$ cat config.mk
export PLATFORM = sky130hd
export DESIGN_NAME = poly_mau_sequencer
export DESIGN_NICKNAME = d
export VERILOG_FILES = /design/src/rtl/poly_mau_sequencer.sv
export SDC_FILE = /design/constraint.sdc
export NUM_CORES = 1
export LEC_CHECK = 0
export CAP_MARGIN = 0
export CELL_PAD_IN_SITES_DETAIL_PLACEMENT = 1
export CELL_PAD_IN_SITES_GLOBAL_PLACEMENT = 2
export CORE_MARGIN = 5
export CORE_UTILIZATION = 38
export CTS_BUF_LIST = sky130_fd_sc_hd__clkbuf_8
export CTS_CLUSTER_SIZE = 12
export DETAILED_ROUTE_END_ITERATION = 6
export DONT_BUFFER_PORTS = 1
export PLACE_DENSITY_LB_ADDON = 0.1
export SYNTH_ARGS = -nofsm -noshare
export SYNTH_HDL_FRONTEND = slang
export SYNTH_SLANG_ARGS = --single-unit
$ cat constraint.sdc
create_clock -name clk -period 3.6 [get_ports clk]
set_clock_uncertainty 0.1 [all_clocks]
set_input_delay 0.9 -clock clk [delete_from_list [all_inputs] [get_ports clk]]
set_output_delay 0.9 -clock clk [all_outputs]
set_load 0.005 [all_outputs]
$ cat src/rtl/poly_mau_sequencer.sv
// poly_mau_sequencer: replays one latched POLY_MAU operation 1..15 times per start,
// generating the enable window, scope trigger, result capture and a sticky timeout.
module poly_mau_sequencer #(
   parameter int DW        = 24,
   parameter int EN_CYCLES = 6,
   parameter int MAX_WAIT  = 15,
   parameter int REP_W     = 4
) (
   input  logic             clk,
   input  logic             rst,
   input  logic             start,
   input  logic [DW-1:0]    op_a,
   input  logic [DW-1:0]    op_b,
   input  logic [REP_W-1:0] rep_cnt,
   output logic [DW-1:0]    mau_a,
   output logic [DW-1:0]    mau_b,
   output logic             mau_enable,
   input  logic             mau_valid,
   input  logic [DW-1:0]    mau_o0,
   input  logic [DW-1:0]    mau_o1,
   output logic [DW-1:0]    res_o0,
   output logic [DW-1:0]    res_o1,
   output logic             trig,
   output logic             busy,
   output logic             done,
   output logic             timeout_err
);
   localparam int EW = $clog2(EN_CYCLES + 1);
   localparam int WW = $clog2(MAX_WAIT + 1);
   localparam logic [EW-1:0] EN_LAST   = EW'(EN_CYCLES - 1);
   localparam logic [WW-1:0] WAIT_LAST = WW'(MAX_WAIT - 1);

   typedef enum logic [2:0] {IDLE, RUN, WAIT, GAP, DONE} state_t;

   state_t           state, state_n;
   logic [EW-1:0]    en_cnt, en_cnt_n;
   logic [WW-1:0]    wait_cnt, wait_cnt_n;
   logic [REP_W-1:0] ops_left, ops_n;
   logic             got, got_n, first_done, first_n, err_n, cap;
   logic [DW-1:0]    a_n, b_n;

   // Only the first valid of an operation is captured; WAIT is entered with got clear.
   assign cap = mau_valid && ((state == RUN && !got) || state == WAIT);

   always_comb begin
      state_n    = state;
      en_cnt_n   = en_cnt;
      wait_cnt_n = wait_cnt;
      ops_n      = ops_left;
      got_n      = got | cap;
      first_n    = first_done;
      err_n      = timeout_err;
      a_n        = mau_a;
      b_n        = mau_b;
      unique case (state)
         IDLE: if (start) begin
            a_n      = op_a;
            b_n      = op_b;
            ops_n    = rep_cnt == '0 ? REP_W'(1) : rep_cnt;
            err_n    = 1'b0;
            first_n  = 1'b0;
            got_n    = 1'b0;
            en_cnt_n = '0;
            state_n  = RUN;
         end
         RUN: if (en_cnt == EN_LAST) begin
            en_cnt_n   = '0;
            wait_cnt_n = '0;
            state_n    = (got || mau_valid) ? GAP : WAIT;
         end else
            en_cnt_n = en_cnt + 1'b1;
         WAIT: if (mau_valid)
            state_n = GAP;
         else begin
            wait_cnt_n = wait_cnt + 1'b1;
            if (wait_cnt == WAIT_LAST) begin
               err_n   = 1'b1;
               state_n = DONE;
            end
         end
         GAP: begin
            ops_n   = ops_left - 1'b1;
            got_n   = 1'b0;
            first_n = 1'b1;
            state_n = ops_left == REP_W'(1) ? DONE : RUN;
         end
         DONE: state_n = IDLE;
         default: state_n = IDLE;
      endcase
   end

   always_ff @(posedge clk) begin
      if (rst) begin
         state       <= IDLE;
         en_cnt      <= '0;
         wait_cnt    <= '0;
         ops_left    <= '0;
         got         <= 1'b0;
         first_done  <= 1'b0;
         mau_a       <= '0;
         mau_b       <= '0;
         res_o0      <= '0;
         res_o1      <= '0;
         mau_enable  <= 1'b0;
         trig        <= 1'b0;
         busy        <= 1'b0;
         done        <= 1'b0;
         timeout_err <= 1'b0;
      end else begin
         state       <= state_n;
         en_cnt      <= en_cnt_n;
         wait_cnt    <= wait_cnt_n;
         ops_left    <= ops_n;
         got         <= got_n;
         first_done  <= first_n;
         mau_a       <= a_n;
         mau_b       <= b_n;
         res_o0      <= cap ? mau_o0 : res_o0;
         res_o1      <= cap ? mau_o1 : res_o1;
         mau_enable  <= state_n == RUN;
         trig        <= state_n == RUN && !first_n;
         busy        <= state_n != IDLE;
         done        <= state_n == DONE;
         timeout_err <= err_n;
      end
   end
endmodule

# Word level (Yosys, flattened, before mapping)
# Cells that the tools add are included.
[word_totals]
regBits = 117
inputBits = 104
[op_classes]
addsub = 3
eq_ne = 12
muxes = 24
n_bitwise = 1
reduce_logical = 19
[ops]
columns = ["operator", "count"]
rows = [
  ["$mux W3", 7],
  ["$mux W4", 4],
  ["$pmux W4 S2", 2],
  ["$pmux W3 S4", 1],
  ["$reduce_bool A2 Y1", 4],
  ["$eq A3 B1 Y1 const B", 2],
  ["$eq A3 B2 Y1 const B", 2],
  ["$eq A3 B3 Y1 const B", 2],
  ["$mux W1", 6],
  ["$pmux W1 S2", 3],
  ["$pmux W3 S2", 1],
  ["$reduce_and A2 Y1", 3],
  ["$add A4 B1 Y4 const B", 1],
  ["$eq A4 B1 Y1 const B", 1],
  ["$eq A4 B4 Y1 const B", 1],
  ["$logic_not A4 Y1", 1],
  ["$ne A2 B1 Y1 const B", 2],
  ["$ne A2 B2 Y1 const B", 2],
  ["$reduce_and A4 Y1", 1],
  ["$sub A4 B1 Y4 const B", 1],
  ["$add A3 B1 Y3 const B", 1],
  ["$logic_and A1 B1 Y1", 3],
  ["$logic_not A3 Y1", 1],
  ["$reduce_and A3 Y1", 1],
  ["4 further kinds", 6],
]

# Logic depth before layout (Yosys ltp)
[logic_depth]
ltp_word = 7
ltp_mapped = 7
depth_no_buf = 6

# Worst setup path after synthesis
# No wires, ideal clock.
[synth_path]
path_kind = "in2reg"
start = "input port rst"
end = "register done"
t_arrival_ns = 1.723
required_time_ns = 3.368
slack_ns = 1.645
path_stages = 4
n_path_buf = 3
path_cell_list = "clkbuf_1 clkbuf_1 buf_1 a21oi_1"
[synth_rtl]
columns = ["element", "line", "source"]
rows = [
  ["from (decl)", "10", "input logic rst,"],
  ["to (signal assigned)", "107", "done <= 1'b0;"],
  ["to (signal assigned)", "123", "done <= state_n == DONE;"],
  ["to (decl)", "25", "output logic done,"],
]
# No word-level cell between the ends.

# Final worst setup path
[layout_path]
start = "register state[0]"
end = "register res_o0[8]"
[layout_via]
elab_chain_cells = 4
elab_cells_between_ends = 5
[layout_lines]
columns = ["element", "line", "source"]
rows = [
  ["from (decl)", "35", "state_t state, state_n;"],
  ["from (signal assigned)", "110", "state <= state_n;"],
  ["$eq A3 B1 Y1", "43", "assign cap = mau_valid && ((state == RUN && !got) || state == WAIT);"],
  ["$logic_and A1 B1 Y1", "43", ""],
  ["$logic_or A1 B1 Y1 (*)", "43", ""],
  ["$logic_and A1 B1 Y1 (*)", "43", ""],
  ["to (signal assigned)", "118", "res_o0 <= cap ? mau_o0 : res_o0;"],
  ["to (decl)", "21", "output logic [DW-1:0] res_o0,"],
]
# Every way passes the cells marked *; elsewhere a longest branch is shown, timed or not.
# A chain may end at the register's enable or synchronous reset.

==> flow_summary.toml <==
[outcome]
outcome = "finished, final reports clean"

[power_and_ir_drop]
ir_worst_vdd_uv = 282
p_leak_nw = 1.75
power_density_mw_per_mm2 = 623

[clock_network]
clkSlewWorstSetupHoldPaths_ns = 0.07
postCtsSetupBuffers = 0
cts_made_buffers = 17
clk_latency_ns = 0.43
cts_resized = 0
postCtsHoldBufs = 0
clk_path_buf_depth = 2
htree_num_levels = 4
cts-root-buf = "clkbuf_8"
cts_num_sinks = 117
cts_tree = "done"

[worst_hold_path]
hp-class = "reg2reg"

[critical_path]
crit_slowest_cell = "dfxtp_1"
critical_path_buf_inv_count = 1
reg2reg_depth = 5
startpoint_type = "register"
cp.depth = 5
path_cells = "nor3b_1, o21a_1, buf_4, nand2_1, a21oi_1"
crit-reg2reg-launch = "state[0]"
startpoint = "state[0]"
cp-endpoint = "res_o0[8]"
crit_path_end_kind = "register"
rr_endpoint = "res_o0[8]"
slowest_delay_ns = 0.64
critical_path_class = "reg2reg"
worstPathRequired_ns = 3.85
crit_family = "flip-flops"
r2r_slack_ns = 1.44
path_max_fanout = 48
critPathArrivalTime_ns = 2.41

[routing]
wl_met1_um = 4500
num_vias = 3548
highest_layer = "met4"
ant_nets = 0
via_per_inst = 5.23
route.detailed.drc = 0
drt_first_pass_iters = 4
wl_per_cell_um = 17.6
dr_wl_met2_um = 5360
wl_met3_um = 1670
drt_iter0_drc = 179
drt-total-wl_um = 12000

[die]
dieWidth_um = 117
floorplan.rows = 39
start_util = 0.383
io_pins = 205
die_area_mm2 = 0.0136
die_h_um = 117
core_area_mm2 = 0.0113

[synth]
ys.flop_type = "dfxtp_1"
ys_seq_elements = 117
synth_area_mm2 = 0.00433
synthCells = 537
synth-edff-count = 0
yosysWarnings = 0
yosysSeqAreaShare = 0.541
synthAdderAreaFrac = 0.0116
yosys.cell_types.count = 38
synth_mux_area_frac = 0.00462
synthXorXnorAreaFrac = 0.00404
syn-num-nets = 645
synthSimpleGateAreaFrac = 0.240
syn_avg_cell_area_um2 = 8.07
synth_top_family_by_area = "simple AND/OR/NAND/NOR gates"
synth_compound_area_frac = 0.152
async_flop_share = 0

[global_route]
grt_overflow_total = 0
antenna_found_initial = 0
grt_usage = 0.169
grt_pass1_vias = 3594
grt_pass1_wl_um = 17900
grt_max_degree = 116

[finish]
final_cell_mix = "197 x nand2_1, 117 x dfxtp_1, 103 x a21oi_1, 22 x clkbuf_8, 20 x nor2_1"
antennaDiodeCount = 0
nNetsFinal = 630
multiInputGateArea_mm2 = 0.00180
n_fill_cell = 1367
post_route_cells_drive_above_1_share = 0.0804
area_growth_pct = 12.1
mostFrequentLayoutCell = "nand2_1"
seqCellArea_mm2 = 0.00234
layout.cells.non_filler = 678

[sta]
whs_ns = 0.369
maxSlewHeadroom = 0.646
timing.fmax_ghz = 0.463
tns_ns = 0
worst_pin_slew_ns = 0.531
final_max_slew_viol_count = 0
hold_violations = 0
fin_crit_sh = 0.600
rsz0062_at_grt = "no"
finalSetupViolations = 0
period_needed_ns = 2.16

[place]
dp_hpwl_um = 8190
port_buffers = 0
place_congestion = 0.793
dp.cells = 646

[job]
cap_violations = 0
-- worst register-to-register path, delay by kind of cell (launching register included) --
family | cells | cell delay (ns)
DFF | 1 | 0.64
and+or+nand+nor | 2 | 0.61
buffers and inverters | 1 | 0.41
AOI/OAI and AO/OA | 2 | 0.33
-- cell families (layout without fill, tap and decap cells) --
family | count (synthesis) | count (layout)
xor+xnor | 2 | 2
buf+inv | 45 | 43
compound gates | 121 | 121
simple gates | 246 | 246
mux | 2 | 2
fa+ha+maj | 4 | 4
flops | 117 | 117
-- report_power, final --
group / leakage, nW / switching [mW] / total, mW / internal (mW)
combinational: 0.540 / 0.114 / 0.180 / 0.0661
clock: 0.250 / 0.504 / 1.41 / 0.911
sequential: 0.956 / 0.0623 / 1.43 / 1.37
-- state kept, by name, summed over array words and instances (netlist names), 3 cells and up --
register,flops
mau_b,24
mau_a,24
state,3
res_o0,24
wait_cnt,4
res_o1,24
en_cnt,3
ops_left,4
-- layout make-up --
cell class,count,share of cell area
multi-input combinational,375,0.371
tap,143,0.0368
inverter,7,0.00541
clock inverter,10,0.0358
timing repair buffer,4,0.00618
sequential,117,0.482
clock buffer,22,0.0624
-- layer usage --
| metal | global-route usage | up-vias |
|---|---|---|
| li1 | - | 1735 |
| met1 | 0.187 | 1629 |
| met2 | 0.255 | 154 |
| met3 | 0.0992 | 30 |
| met4 | 0.0933 | 0 |
| met5 | 0 | - |
-- cells in the mapped netlist (2+ instances only) --
cell type | n | area share
nand2_1 | 197 | 0.17
o21ai_0 | 4 | 0.0046
buf_4 | 3 | 0.0052
a32oi_1 | 2 | 0.0040
and3b_1 | 2 | 0.0040
mux2i_1 | 2 | 0.0046
dfxtp_1 | 117 | 0.54
a21oi_1 | 103 | 0.12
nand3_1 | 3 | 0.0035
nand2b_1 | 2 | 0.0029
nor3_1 | 5 | 0.0058
ha_1 | 4 | 0.012
nand3b_1 | 3 | 0.0052
nor4_1 | 2 | 0.0029
buf_2 | 14 | 0.016
xor2_1 | 2 | 0.0040
nor2b_1 | 3 | 0.0043
a211oi_1 | 2 | 0.0035
a2111oi_2 | 2 | 0.0069
nor2_1 | 20 | 0.017
a31oi_1 | 2 | 0.0029
a221oi_1 | 2 | 0.0040
inv_1 | 7 | 0.0061
nor3b_1 | 2 | 0.0035
clkbuf_1 | 19 | 0.016
-- worst min-delay path by stage --
stage                           start     endpoint  depth (start not counted)
final                       res_o0[7]    res_o0[7]                          2
after floorplan           timeout_err  timeout_err                          2
after global placement     res_o1[18]   res_o1[18]                          2
after CTS                  res_o1[23]   res_o1[23]                          2
after detailed placement   res_o1[23]   res_o1[23]                          2
after global routing       res_o1[23]   res_o1[23]                          2
-- metrics by stage --
| step | utilization | setup slack, ns | instance area, µm² | power, mW |
|---|---|---|---|---|
| final | 0.429 | 1.44 | 4860 | 3.02 |
| after global routing | 0.429 | 1.18 | 4860 | 3.17 |
| after CTS | 0.429 | 1.41 | 4860 | 3.07 |
| after detailed placement | 0.387 | 1.25 | 4380 | 1.65 |
| after global placement | 0.387 | 1.28 | 4380 | 1.64 |
| after floorplan | - | 1.64 | 4330 | 1.61 |
No activity file was read; power rests on OpenSTA's default activity.
